`config.mk`:
```
export PLATFORM = sky130hd
export DESIGN_NAME = bcd_countdown_timer
export DESIGN_NICKNAME = d
export VERILOG_FILES = /design/src/rtl/bcd_countdown_timer.sv
export SDC_FILE = /design/constraint.sdc
export NUM_CORES = 1
export LEC_CHECK = 0
export BUFFER_PORTS_ARGS = -buffer_cell sky130_fd_sc_hd__buf_2
export CORE_MARGIN = 2
export CORE_UTILIZATION = 50
export DETAILED_ROUTE_END_ITERATION = 16
export PLACE_DENSITY = 0.72
export SLEW_MARGIN = 30
export SYNTH_ARGS = -nofsm -noshare
export SYNTH_HDL_FRONTEND = slang
export SYNTH_SLANG_ARGS = --single-unit
```
`constraint.sdc`:
```
create_clock -name clock_1 -period 5.55 [get_ports clock_1]
set_input_delay 0.8325 -clock clock_1 [delete_from_list [all_inputs] [get_ports clock_1]]
set_output_delay 0.8325 -clock clock_1 [all_outputs]
set_load 0.005 [all_outputs]
```
`src/rtl/bcd_countdown_timer.sv`:
```
// Multi-digit BCD countdown timer with programmable preset, start/pause/clear control,
// optional auto-reload on reaching zero and a timed beep after expiry.
module bcd_countdown_timer #(
  parameter int unsigned         DIGITS      = 2,
  parameter logic [4*DIGITS-1:0] RESET_VALUE = 'h15,
  parameter bit                  AUTO_RELOAD = 1'b0,
  parameter int unsigned         BEEP_CYCLES = 8
) (
  input  logic                clock_1,
  input  logic                reset,
  input  logic                tick,
  input  logic                load,
  input  logic [4*DIGITS-1:0] load_value,
  input  logic                start,
  input  logic                pause,
  input  logic                clear,
  output logic [4*DIGITS-1:0] time_bcd,
  output logic                running,
  output logic                expired,
  output logic                done,
  output logic                beep
);
  localparam int W  = 4 * DIGITS;
  localparam int CW = (BEEP_CYCLES > 1) ? $clog2(BEEP_CYCLES + 1) : 1;
  localparam logic [CW-1:0] BEEP_INIT = CW'(BEEP_CYCLES);

  typedef enum logic [1:0] {ST_IDLE, ST_RUN, ST_PAUSED, ST_EXPIRED} state_e;

  state_e          state_q, state_d;
  logic [W-1:0]    preset_q, preset_d;
  logic [W-1:0]    time_q, time_d;
  logic            running_q, running_d;
  logic            expired_q, expired_d;
  logic            done_q, done_d;
  logic            beep_q, beep_d;
  logic [CW-1:0]   beep_cnt_q, beep_cnt_d;
  logic [W-1:0]    start_val;
  logic            expire;

  // Digits above 9 are clamped to 9 so the count is always valid BCD.
  function automatic logic [W-1:0] sanitise(input logic [W-1:0] v);
    logic [W-1:0] r;
    r = v;
    for (int k = 0; k < DIGITS; k++)
      if (v[4*k +: 4] > 4'd9) r[4*k +: 4] = 4'd9;
    return r;
  endfunction

  function automatic logic [W-1:0] bcd_dec(input logic [W-1:0] v);
    logic [W-1:0] r;
    logic         borrow;
    r      = v;
    borrow = 1'b1;
    for (int k = 0; k < DIGITS; k++) begin
      if (borrow) begin
        if (v[4*k +: 4] == 4'd0) begin
          r[4*k +: 4] = 4'd9;
        end else begin
          r[4*k +: 4] = v[4*k +: 4] - 4'd1;
          borrow      = 1'b0;
        end
      end
    end
    return r;
  endfunction

  // NOTE: every signal written here gets a default first, so no path can infer a latch.
  always_comb begin
    state_d    = state_q;
    preset_d   = preset_q;
    time_d     = time_q;
    done_d     = 1'b0;
    beep_d     = beep_q;
    beep_cnt_d = beep_cnt_q;
    start_val  = time_q;
    expire     = 1'b0;

    // Timed beep: counter runs down in EXPIRED, beep drops as it hits zero.
    if (state_q == ST_EXPIRED && BEEP_CYCLES != 0 && beep_cnt_q != '0) begin
      beep_cnt_d = beep_cnt_q - CW'(1);
      beep_d     = (beep_cnt_q != CW'(1));
    end

    if (clear) begin
      time_d     = preset_q;
      state_d    = ST_IDLE;
      beep_d     = 1'b0;
      beep_cnt_d = '0;
    end else if (load && state_q != ST_RUN) begin
      preset_d   = sanitise(load_value);
      time_d     = sanitise(load_value);
      state_d    = ST_IDLE;
      beep_d     = 1'b0;
      beep_cnt_d = '0;
    end else if (start && state_q != ST_RUN) begin
      start_val  = (state_q == ST_EXPIRED) ? preset_q : time_q;
      time_d     = start_val;
      state_d    = ST_RUN;
      beep_d     = 1'b0;
      beep_cnt_d = '0;
      expire     = (start_val == '0);
    end else if (pause && state_q == ST_RUN) begin
      state_d = ST_PAUSED;
    end else if (tick && state_q == ST_RUN) begin
      // A zero count in RUN only exists under auto-reload: this tick restores the preset.
      if (time_q == '0) begin
        time_d = preset_q;
        expire = (preset_q == '0);
      end else begin
        time_d = bcd_dec(time_q);
        expire = (time_d == '0);
      end
    end

    if (expire) begin
      time_d = '0;
      done_d = 1'b1;
      if (!AUTO_RELOAD) begin
        state_d    = ST_EXPIRED;
        beep_d     = 1'b1;
        beep_cnt_d = BEEP_INIT;
      end
    end

    running_d = (state_d == ST_RUN);
    expired_d = (state_d == ST_EXPIRED);
  end

  // NOTE: sequential state uses non-blocking assignments so all flops update together.
  always_ff @(posedge clock_1 or negedge reset) begin
    if (!reset) begin
      state_q    <= ST_IDLE;
      preset_q   <= RESET_VALUE;
      time_q     <= RESET_VALUE;
      running_q  <= 1'b0;
      expired_q  <= 1'b0;
      done_q     <= 1'b0;
      beep_q     <= 1'b0;
      beep_cnt_q <= '0;
    end else begin
      state_q    <= state_d;
      preset_q   <= preset_d;
      time_q     <= time_d;
      running_q  <= running_d;
      expired_q  <= expired_d;
      done_q     <= done_d;
      beep_q     <= beep_d;
      beep_cnt_q <= beep_cnt_d;
    end
  end

  assign time_bcd = time_q;
  assign running  = running_q;
  assign expired  = expired_q;
  assign done     = done_q;
  assign beep     = beep_q;

endmodule

```
Yosys cells after proc, flatten, opt, wreduce, memory -nomap -nowiden
Index checks and enable logic that the tools add are counted.

Add/subtract/negate cells: 3. Multipliers: 0. Div/mod/pow operators: 0. Order comparisons: 2. Equality and inequality tests: 7. Shift operators: 0. Mux-type cells: 54. Bitwise logic cells: 1. Reductions and logical operators: 16.

Operator list (count): 4-bit 2-to-1 mux (22); 8-bit 2-to-1 mux (8); 8-bit logical NOT (4); 1-bit 2-to-1 mux (19); 4-bit by 1-bit subtractor with 4-bit output (second input constant) (3); 2-bit 2-to-1 mux (5); 5-bit nonzero test (2); 4-bit > comparator (second input constant) (2); 4-bit logical NOT (2); 1-bit logical AND (5); 5-bit inequality test (second input constant) (1); 2-bit by 1-bit == test with 1-bit output (second input constant) (2); 2-bit == test (second input constant) (2); 4-bit by 1-bit inequality test with 1-bit output (second input constant) (1); 2-bit AND reduction (2); 4-bit nonzero test (1); 2-bit by 1-bit inequality test with 1-bit output (second input constant) (1); 1-bit NOT (1).

Bits in registers: 26. Bits in latches: 0. RAM bits: 0. Bits in read-only memories: 0. Input bits: 15. Output and inout bits: 12. Word-level logic and storage cells: 91. Memories kept: 0.

Longest topological paths before layout
Gate-level depths: netlist (run 1).

Word-level depth: 24. Gate-level depth with buffers: 9. Depth with buffers taken out: 6.

Worst setup path before layout (run 1)
No wires, ideal clock.

Path kind: input to register. From: input port load. To: register time_q[6] (netlist: time_bcd[6]). Library setup time: 74 ps. Arrival: 2042 ps. Required time: 5476 ps. Path slack: 3434 ps. Stages: 7. Buffers on the path: 2. Path through: clkbuf_1 > or2_2 > a21o_1 > nor2b_1 > clkbuf_1 > a22oi_1 > o21ai_2.

Word-level cells in the longest chain between the ends: 5. Elaborated cells between the ends (all ways): 9. Those cells by class: eq/ne: 1; mux: 5; reduce/logical: 3.

RTL lines: start: declaration (line 12) `input logic load,`; 1-bit logical AND (*) (line 89) `end else if (load && state_q != ST_RUN) begin`; 1-bit 2-to-1 mux (line 89); 1-bit 2-to-1 mux (line 84) `if (clear) begin`; 5-bit inequality test (no line) or 5-bit nonzero test (tied branches); 2-bit AND reduction (no line); end signal: assignment (line 143) `time_q <= time_d;`; end: declaration (line 31) `logic [W-1:0] time_q, time_d;`.

Mark *: on every way between the ends. The rest lies on a longest branch, timed or not. A chain may end at the register's enable or synchronous reset.

Worst setup path in the final report (run 1)
From: register state_q[0]. To: register beep_cnt_q[3].

Word-level cells in the longest chain between the ends: 8. Elaborated cells between the ends (all ways): 20. Those cells by class: eq/ne: 3; mux: 10; reduce/logical: 7.

RTL lines: start: declaration (line 29) `state_e state_q, state_d;`; start signal: assignment (line 141) `state_q <= state_d;`; 2-bit by 1-bit == test with 1-bit output (line 102, 104); 1-bit logical AND (line 104) `end else if (tick && state_q == ST_RUN) begin`; 1-bit 2-to-1 mux (line 104); 1-bit 2-to-1 mux (line 102) `end else if (pause && state_q == ST_RUN) begin`; 1-bit 2-to-1 mux (line 95) `end else if (start && state_q != ST_RUN) begin`; 1-bit 2-to-1 mux (line 89); 1-bit 2-to-1 mux (line 84); 5-bit nonzero test (no line) or 4-bit 2-to-1 mux (tied branches); end signal: assignment (line 148) `beep_cnt_q <= beep_cnt_d;`; end: declaration (line 36) `logic [CW-1:0] beep_cnt_q, beep_cnt_d;`.

Several ways; a longest one is shown, not always the timed one.

==> results of run 1 <==
-- through the flow --
step,power (mW),cells,util
floorplan,0.3494,208,-
global placement,0.3962,268,0.5636
detailed placement,0.3974,268,0.5636
CTS,0.5298,272,0.5792
global route,0.5616,272,0.5792
finish,0.5294,272,0.5792
-- worst max-delay path: cells and delay by family, from the launching register on --
| family | cells | cell delay (ns) |
|---|---|---|
| flip-flops | 1 | 0.60 |
| AO/OA/AOI/OAI | 1 | 0.20 |
| AND/OR/NAND/NOR | 4 | 1.46 |
-- cell usage in the layout, fill, tap and decap left out, drive strengths merged, types with 3 or more instances in the layout --
cell type / count
a22oi: 8
or4: 4
nor3: 6
nand2: 26
buf: 26
a21boi: 3
o31ai: 4
o21ai: 21
dfstp: 6
o21a: 4
a21oi: 9
nor4: 4
nand2b: 4
a21o: 3
and2: 3
ha: 3
clkbuf: 3
nor2: 17
a211oi: 3
dfrtp: 20
or2: 3
inv: 8
-- per-layer routing --
layer,wire length [um],track usage
met1,2105,0.3455
met2,2019,0.3908
met3,322,0.06607
met4,29,0.03804
met5,0,0
-- flip-flops by register name (all words and copies together) (netlist names) --
register / cells
beep: 1
beep_cnt_q: 4
done: 1
expired: 1
preset_q: 8
running: 1
state_q: 2
time_bcd: 8
-- area by class of cell --
type / count / area (um^2)
clock buffer: 3 / 22.52
clock inverter: 1 / 30.03
fill: 334 / 1415
inverter: 8 / 30.03
multi-input combinational: 162 / 1020
sequential: 26 / 658.1
tap: 46 / 57.56
timing repair buffer: 26 / 130.1
-- power groups by stage --
stage	clock, mW	combinational [mW]	sequential (mW)
after floorplan	0	0.104	0.245
after global placement	0	0.137	0.259
after detailed placement	0	0.139	0.259
after CTS	0.136	0.139	0.255
after global routing	0.143	0.157	0.262
final	0.133	0.139	0.257
-- cell families after synthesis --
family,Yosys count
compound gates,72
simple gates,80
fa+ha+maj,3
xor+xnor,3
buf+inv,20
mux,4
flops,26
-- final timing paths --
check | startpoint | to | slack (ns) | depth (start not counted)
worst max-delay path | state_q[0] | beep_cnt_q[3] | 3.26 | 5
worst min-delay path | reset | beep_cnt_q[1] | 0.47 | 1
worst max register to register | state_q[0] | beep_cnt_q[3] | 3.26 | 5
worst min register to register | preset_q[2] | preset_q[2] | 0.53 | 2
max in group asynchronous | reset | state_q[0] | 4.67 | 1
min in group clock_1 | preset_q[2] | preset_q[2] | 0.53 | 2
==> metrics.md, run 1 <==
| Metric | Value |
|---|---|
| Combinational power share | 0.263 |
| Switching share of power | 0.3328 |
| Total Routing Usage GR | 0.2468 |
| CTS Buf Count | 3 |
| Clk buf depth | 2 |
| Lkg Pwr | 0.8494 nW |
| Setup tns final | 0 ns |
| Post-synth ARST share | 1.000 |
| Hold WC Path Type | input port to asynchronous set/reset pin |
| Max_cap viols | 0 |
| Slowest CP cell | dfrtp_1 |
| CP Capture Type | flop |
| Crit-path max cell delay | 0.60 ns |
| Post-cts sizing count | 0 |
| CORE AREA | 0.003363 mm^2 |
| Part of the power in registers | 0.485 |
| CTS hold repair buffers | 0 |
| Worst Skew | 0.01663 ns |
| Die area | 0.004028 mm^2 |
| Power per cell area | 271.7 mW/mm^2 |
| Die Span Y | 63.47 um |
| CTS H-tree lvls | 1 |
| Vias | 1643 |
| Synth Net Count | 226 |
| CP cell instances | nand2b_1, or3b_1, nor4_1, or2_1, o21a_1 |
| Yosys reg bits | 26 |
| Count of final max-slew check failures | 0 |
| Outcome | complete, no violations |
| Drt first pass iters | 4 |
| Mapped cell area | 0.001768 mm^2 |
| Most used DFF post-synth | dfrtp_1 |
| RSZ-0062 raised after global routing | no |
| Clk sink count | 26 |
| Gr ovfl total | 0 |
| Hold Vio Cnt, Final | 0 |
| Pint | 0.3532 mW |
| Largest net degree at the start of global routing | 27 |
| Initial DRC Count | 192 |
| Gp weighted congestion | 0.9062 |
| DRT antenna net count | 0 |
| Synth Warn # | 0 |
| Row cnt | 21 |
| Initial antenna violation count | 0 |
| Yosys top cell by area | dfrtp_1 |
| Fin crit share | 0.4122 |
| CTS tree | done |
| Post-synth top area share | 0.2831 |
| Hpwl dp | 3.288 mm |
| Vias in the first global route | 1514 |
| Period minus WS final | 2.288 ns |
| Worst setup path class | flop to flop |
| Synth Area per Inst | 8.500 um^2 |
| Synth top area cells | dfrtp_1 (28%), dfstp_2 (8.9%), nand2_1 (5.5%) |
| Peak VDD IR | 0.0001396 V |
| Post-route cell area | 0.001948 mm^2 |
| Clock Power Share | 0.252 |
| Compound-gate portion of the synthesized area | 0.2866 |
| Worst-path clk slew | 0.16 ns |
| Synth cell count leaders | nand2_1 (26), dfrtp_1 (20), nor2_1 (17) |
| Port Buffers | 26 |
| Synth Area in Simple Gates | 0.2300 |
| Setup Buffers After CTS | 0 |
| Starting Density | 0.5257 |
| Placed instance area | 0.001896 mm^2 |
| IO Count | 27 |
| Dominant combinational cell family by area after synthesis | compound AO/OA/AOI/OAI gates |
| Crit-path max FO | 13 |
| Routed WL | 4.476 mm |
| Antenna cells | 0 |
| Worst setup margin | 3.262 ns |
| Nature of the critical path startpoint | flop |
| Post-Synth XOR/XNOR Area | 0.01486 |
| Cell count after synthesis | 208 |
| Leading cell type by number of instances after synthesis | nand2_1 |
| Post-synth EDFFs | 0 |
| Fmax | 437.1 MHz |
| Die Wd | 63.47 um |
| P&R area growth vs syn | 10.19% |
| Switching pwr | 0.1762 mW |
| Final #Nets | 245 |
| Final hold slack | 0.4711 ns |
| Critical Path RT | 5.84 ns |
| Least-Margin Pin Slew | 0.7786 ns |
| Routed len/inst | 16.46 um |
| Drc violations | 0 |
| Avg Vias per Cell | 6.040 |
| Share of cells above drive strength 1 | 0.2035 |
| Finish-stage setup viols | 0 |
| Pre-CTS setup slack | 2.999 ns |
| Multiplexer share of the synthesized area | 0.02406 |
| Worst path arrival time | 2.58 ns |
| Root Driver | clkbuf_4 |
| Sequential share of the synthesized area | 0.3723 |
| Post-synthesis cell type count | 57 |
| First-pass GRT wire length | 7.700 mm |
| Worst relative slew slack | 0.4798 |
| Worst skew pair latency | 0.34 ns |
| Adder-cell share of the synthesized area | 0.02123 |
Power figures use the tool's default switching activity.
==> run 2: changes to the inputs <==
--- a/config.mk
+++ b/config.mk
@@ -9,7 +9,7 @@
 export CORE_MARGIN = 2
 export CORE_UTILIZATION = 50
 export DETAILED_ROUTE_END_ITERATION = 16
-export PLACE_DENSITY = 0.72
+export PLACE_DENSITY = 0.74
 export SLEW_MARGIN = 30
 export SYNTH_ARGS = -nofsm -noshare
 export SYNTH_HDL_FRONTEND = slang
==> constraint.sdc (replaced) <==
create_clock -name clock_1 -period 1.9 [get_ports clock_1]
set_input_delay 0.285 -clock clock_1 [delete_from_list [all_inputs] [get_ports clock_1]]
set_output_delay 0.285 -clock clock_1 [all_outputs]
set_load 0.005 [all_outputs]
==> run 2 against run 1 <==
  * The flow now finishes with violations (negative setup slack)
  * Clock power up 120%
  * First-iteration DRC count down 23%
  * Clock-buffer cell count up 1
  * Critical path type unchanged
  * Largest cell class unchanged
==> metrics.md, run 2 (same netlist as run 1, synthesis figures left out) <==
| Metric | Value |
|---|---|
| Fin crit share | 1.024 (+0.6121) |
| Routed WL | 5.035 mm (+12%) |
| Max_cap viols | 0 (unchanged) |
| Worst skew pair latency | 0.33 ns (about the same) |
| Port Buffers | 26 (unchanged) |
| Starting Density | 0.5257 (unchanged) |
| Hpwl dp | 3.641 mm (+11%) |
| Largest net degree at the start of global routing | 27 (unchanged) |
| Worst-path clk slew | 0.15 ns (about the same) |
| Clk buf depth | 2 (unchanged) |
| Vias | 1823 (+11%) |
| Top delay family on crit path | simple AND/OR/NAND/NOR gates |
| CTS H-tree lvls | 1 (unchanged) |
| CORE AREA | 0.003363 mm^2 (unchanged) |
| Slowest CP cell | or4_4 |
| CP cell instances | or4_4, or4_4, a311oi_2, o21ai_1, o21ai_2 |
| Clk sink count | 26 (unchanged) |
| Power per cell area | 724.5 mW/mm^2 (+170%) |
| Worst setup margin | -0.04628 ns (-3.308 ns) |
| Fmax | 513.8 MHz (+18%) |
| Placed instance area | 0.002097 mm^2 (+11%) |
| IO Count | 27 (unchanged) |
| Row cnt | 21 (unchanged) |
| Crit-path max FO | 4 (-9) |
| Violated checks | negative setup slack |
| Die Wd | 63.47 um (unchanged) |
| Count of final max-slew check failures | 0 (unchanged) |
| Least-Margin Pin Slew | 0.5915 ns (-0.1871 ns) |
| CTS tree | done |
| Post-route cell area | 0.002217 mm^2 (+14%) |
| First-pass GRT wire length | 8.300 mm (+7.8%) |
| Crit-path max cell delay | 0.58 ns (-0.02 ns) |
| Antenna cells | 0 (unchanged) |
| Worst path arrival time | 2.22 ns (-0.36 ns) |
| Worst setup path class | flop to flop |
| WP buf/inv | 0 (unchanged) |
| Filler instances | 312 (-6.6%) |
| Period minus WS final | 1.946 ns (-0.3417 ns) |
| GR Util met2 | 0.4197 (+0.02895) |
| Outcome | finished, violations left |
| Avg Vias per Cell | 6.036 (about the same) |
| CP Capture Type | flop |
| Peak VDD IR | 0.0003755 V (+170%) |
| CTS Buf Count | 3 (unchanged) |
| Worst Skew | 0.006267 ns (-0.01036 ns) |
| Drt first pass iters | 5 (+1) |
| Top Usage Layer GRT | met2 |
| Routed len/inst | 16.67 um (+1.3%) |
| P&R area growth vs syn | 25.41% |
| DRT antenna net count | 0 (unchanged) |
| Die Span Y | 63.47 um (unchanged) |
| Worst relative slew slack | 0.6057 (+0.1258) |
| Nature of the critical path startpoint | flop |
| Initial DRC Count | 147 (-23%) |
| Hold Vio Cnt, Final | 0 (unchanged) |
| Initial antenna violation count | 0 (unchanged) |
| Total Routing Usage GR | 0.2634 (+0.01665) |
| Finish-stage setup viols | 3 (+3) |
| RSZ-0062 raised after global routing | yes |
| Gr ovfl total | 0 (unchanged) |
| CP most frequent cell | or4_4 |
| Grt met1 use | 0.3702 (+0.02470) |
| Share of cells above drive strength 1 | 0.3203 (+0.1168) |
| Most frequent cells in the layout | buf_4 (28), nand2_1 (26), buf_2 (26), dfrtp_1 (20), nor2_1 (17) |
| Hold WC Path Type | input port to flop |
| Root Driver | clkbuf_4 |
| Drc violations | 0 (unchanged) |
| Die area | 0.004028 mm^2 (unchanged) |
| Routing usage on met3 | 0.02857 (-0.03750) |
| Vias in the first global route | 1758 (+16%) |
| Final #Nets | 275 (+12%) |
| Lkg Pwr | 1.007 nW (+19%) |
| Most common cell after layout, fill and taps aside | buf_4 |
| Pre-CTS setup slack | -0.02733 ns (-3.026 ns) |
| Critical Path RT | 2.17 ns (-3.67 ns) |
| Gp weighted congestion | 0.9575 (+5.7%) |
-- run 2: per-layer routing --
layer,vias to the layer above,wire length (um)
met4,0,82
met2,87,2396
met5,-,0
met1,860,2170
li1,865,-
met3,11,386
-- run 2: where the power goes --
part / internal, mW / total, mW / leakage, nW / switching (mW)
Combinational: 0.289 / 0.628 / 0.658 / 0.339
Clock: 0.117 / 0.291 / 0.0210 / 0.174
Sequential: 0.632 / 0.687 / 0.328 / 0.0549
Total: 1.04 / 1.61 / 1.01 / 0.568
-- run 2: worst min-delay path: stages --
cell and delay [ns]:
buf_2 0.13, nand2_1 0.06, nand2_1 0.04
-- run 2: path summary, 6_finish.rpt --
| kind | startpoint | end | slack [ns] | cells after the start |
|---|---|---|---|---|
| setup / recovery | time_bcd[0] | time_bcd[6] | -0.05 | 5 |
| min in group asynchronous | reset | running | 0.47 | 2 |
| max in group asynchronous | reset | preset_q[0] | 1.04 | 2 |
| hold reg to reg | preset_q[2] | preset_q[2] | 0.53 | 2 |
| hold / removal | load_value[7] | preset_q[7] | 0.20 | 3 |
| setup reg to reg | time_bcd[0] | time_bcd[6] | -0.05 | 5 |
-- run 2: through the flow --
stage	power (mW)	setup TNS, ns	cells	hold WS (ns)	util
after global routing	1.694	-0.3177	302	0.2163	0.6592
after global placement	1.262	0	294	0.3198	0.6235
after detailed placement	1.269	-0.1187	294	0.3198	0.6235
final	1.606	-0.09226	302	0.2033	0.6592
after floorplan	1.024	-0.1027	208	-0.01059	-
after CTS	1.567	-0.07722	300	0.2007	0.6447
-- run 2: final cells by class --
type	instances	area [um^2]	share of cell area
inverters	8	30.03	0.01354
repair buffers	56	361.6	0.1631
clock buffers	4	36.28	0.01637
well taps	46	57.56	0.02596
multi-input cells	162	1074	0.4842
flip-flops and latches	26	658.1	0.2968
-- run 2: timing repair --
| item | 4_1_cts | 5_1_grt |
|---|---|---|
| hold buffers | 1 | 0 |
| resized for setup | 3 | 6 |
| endpoints found under the setup margin | 16 | 17 |
| buffers inserted | 1 | 2 |
| endpoints found under the hold margin | 20 | 0 |
| gates cloned | 0 | 0 |
| pin swaps | 4 | 2 |
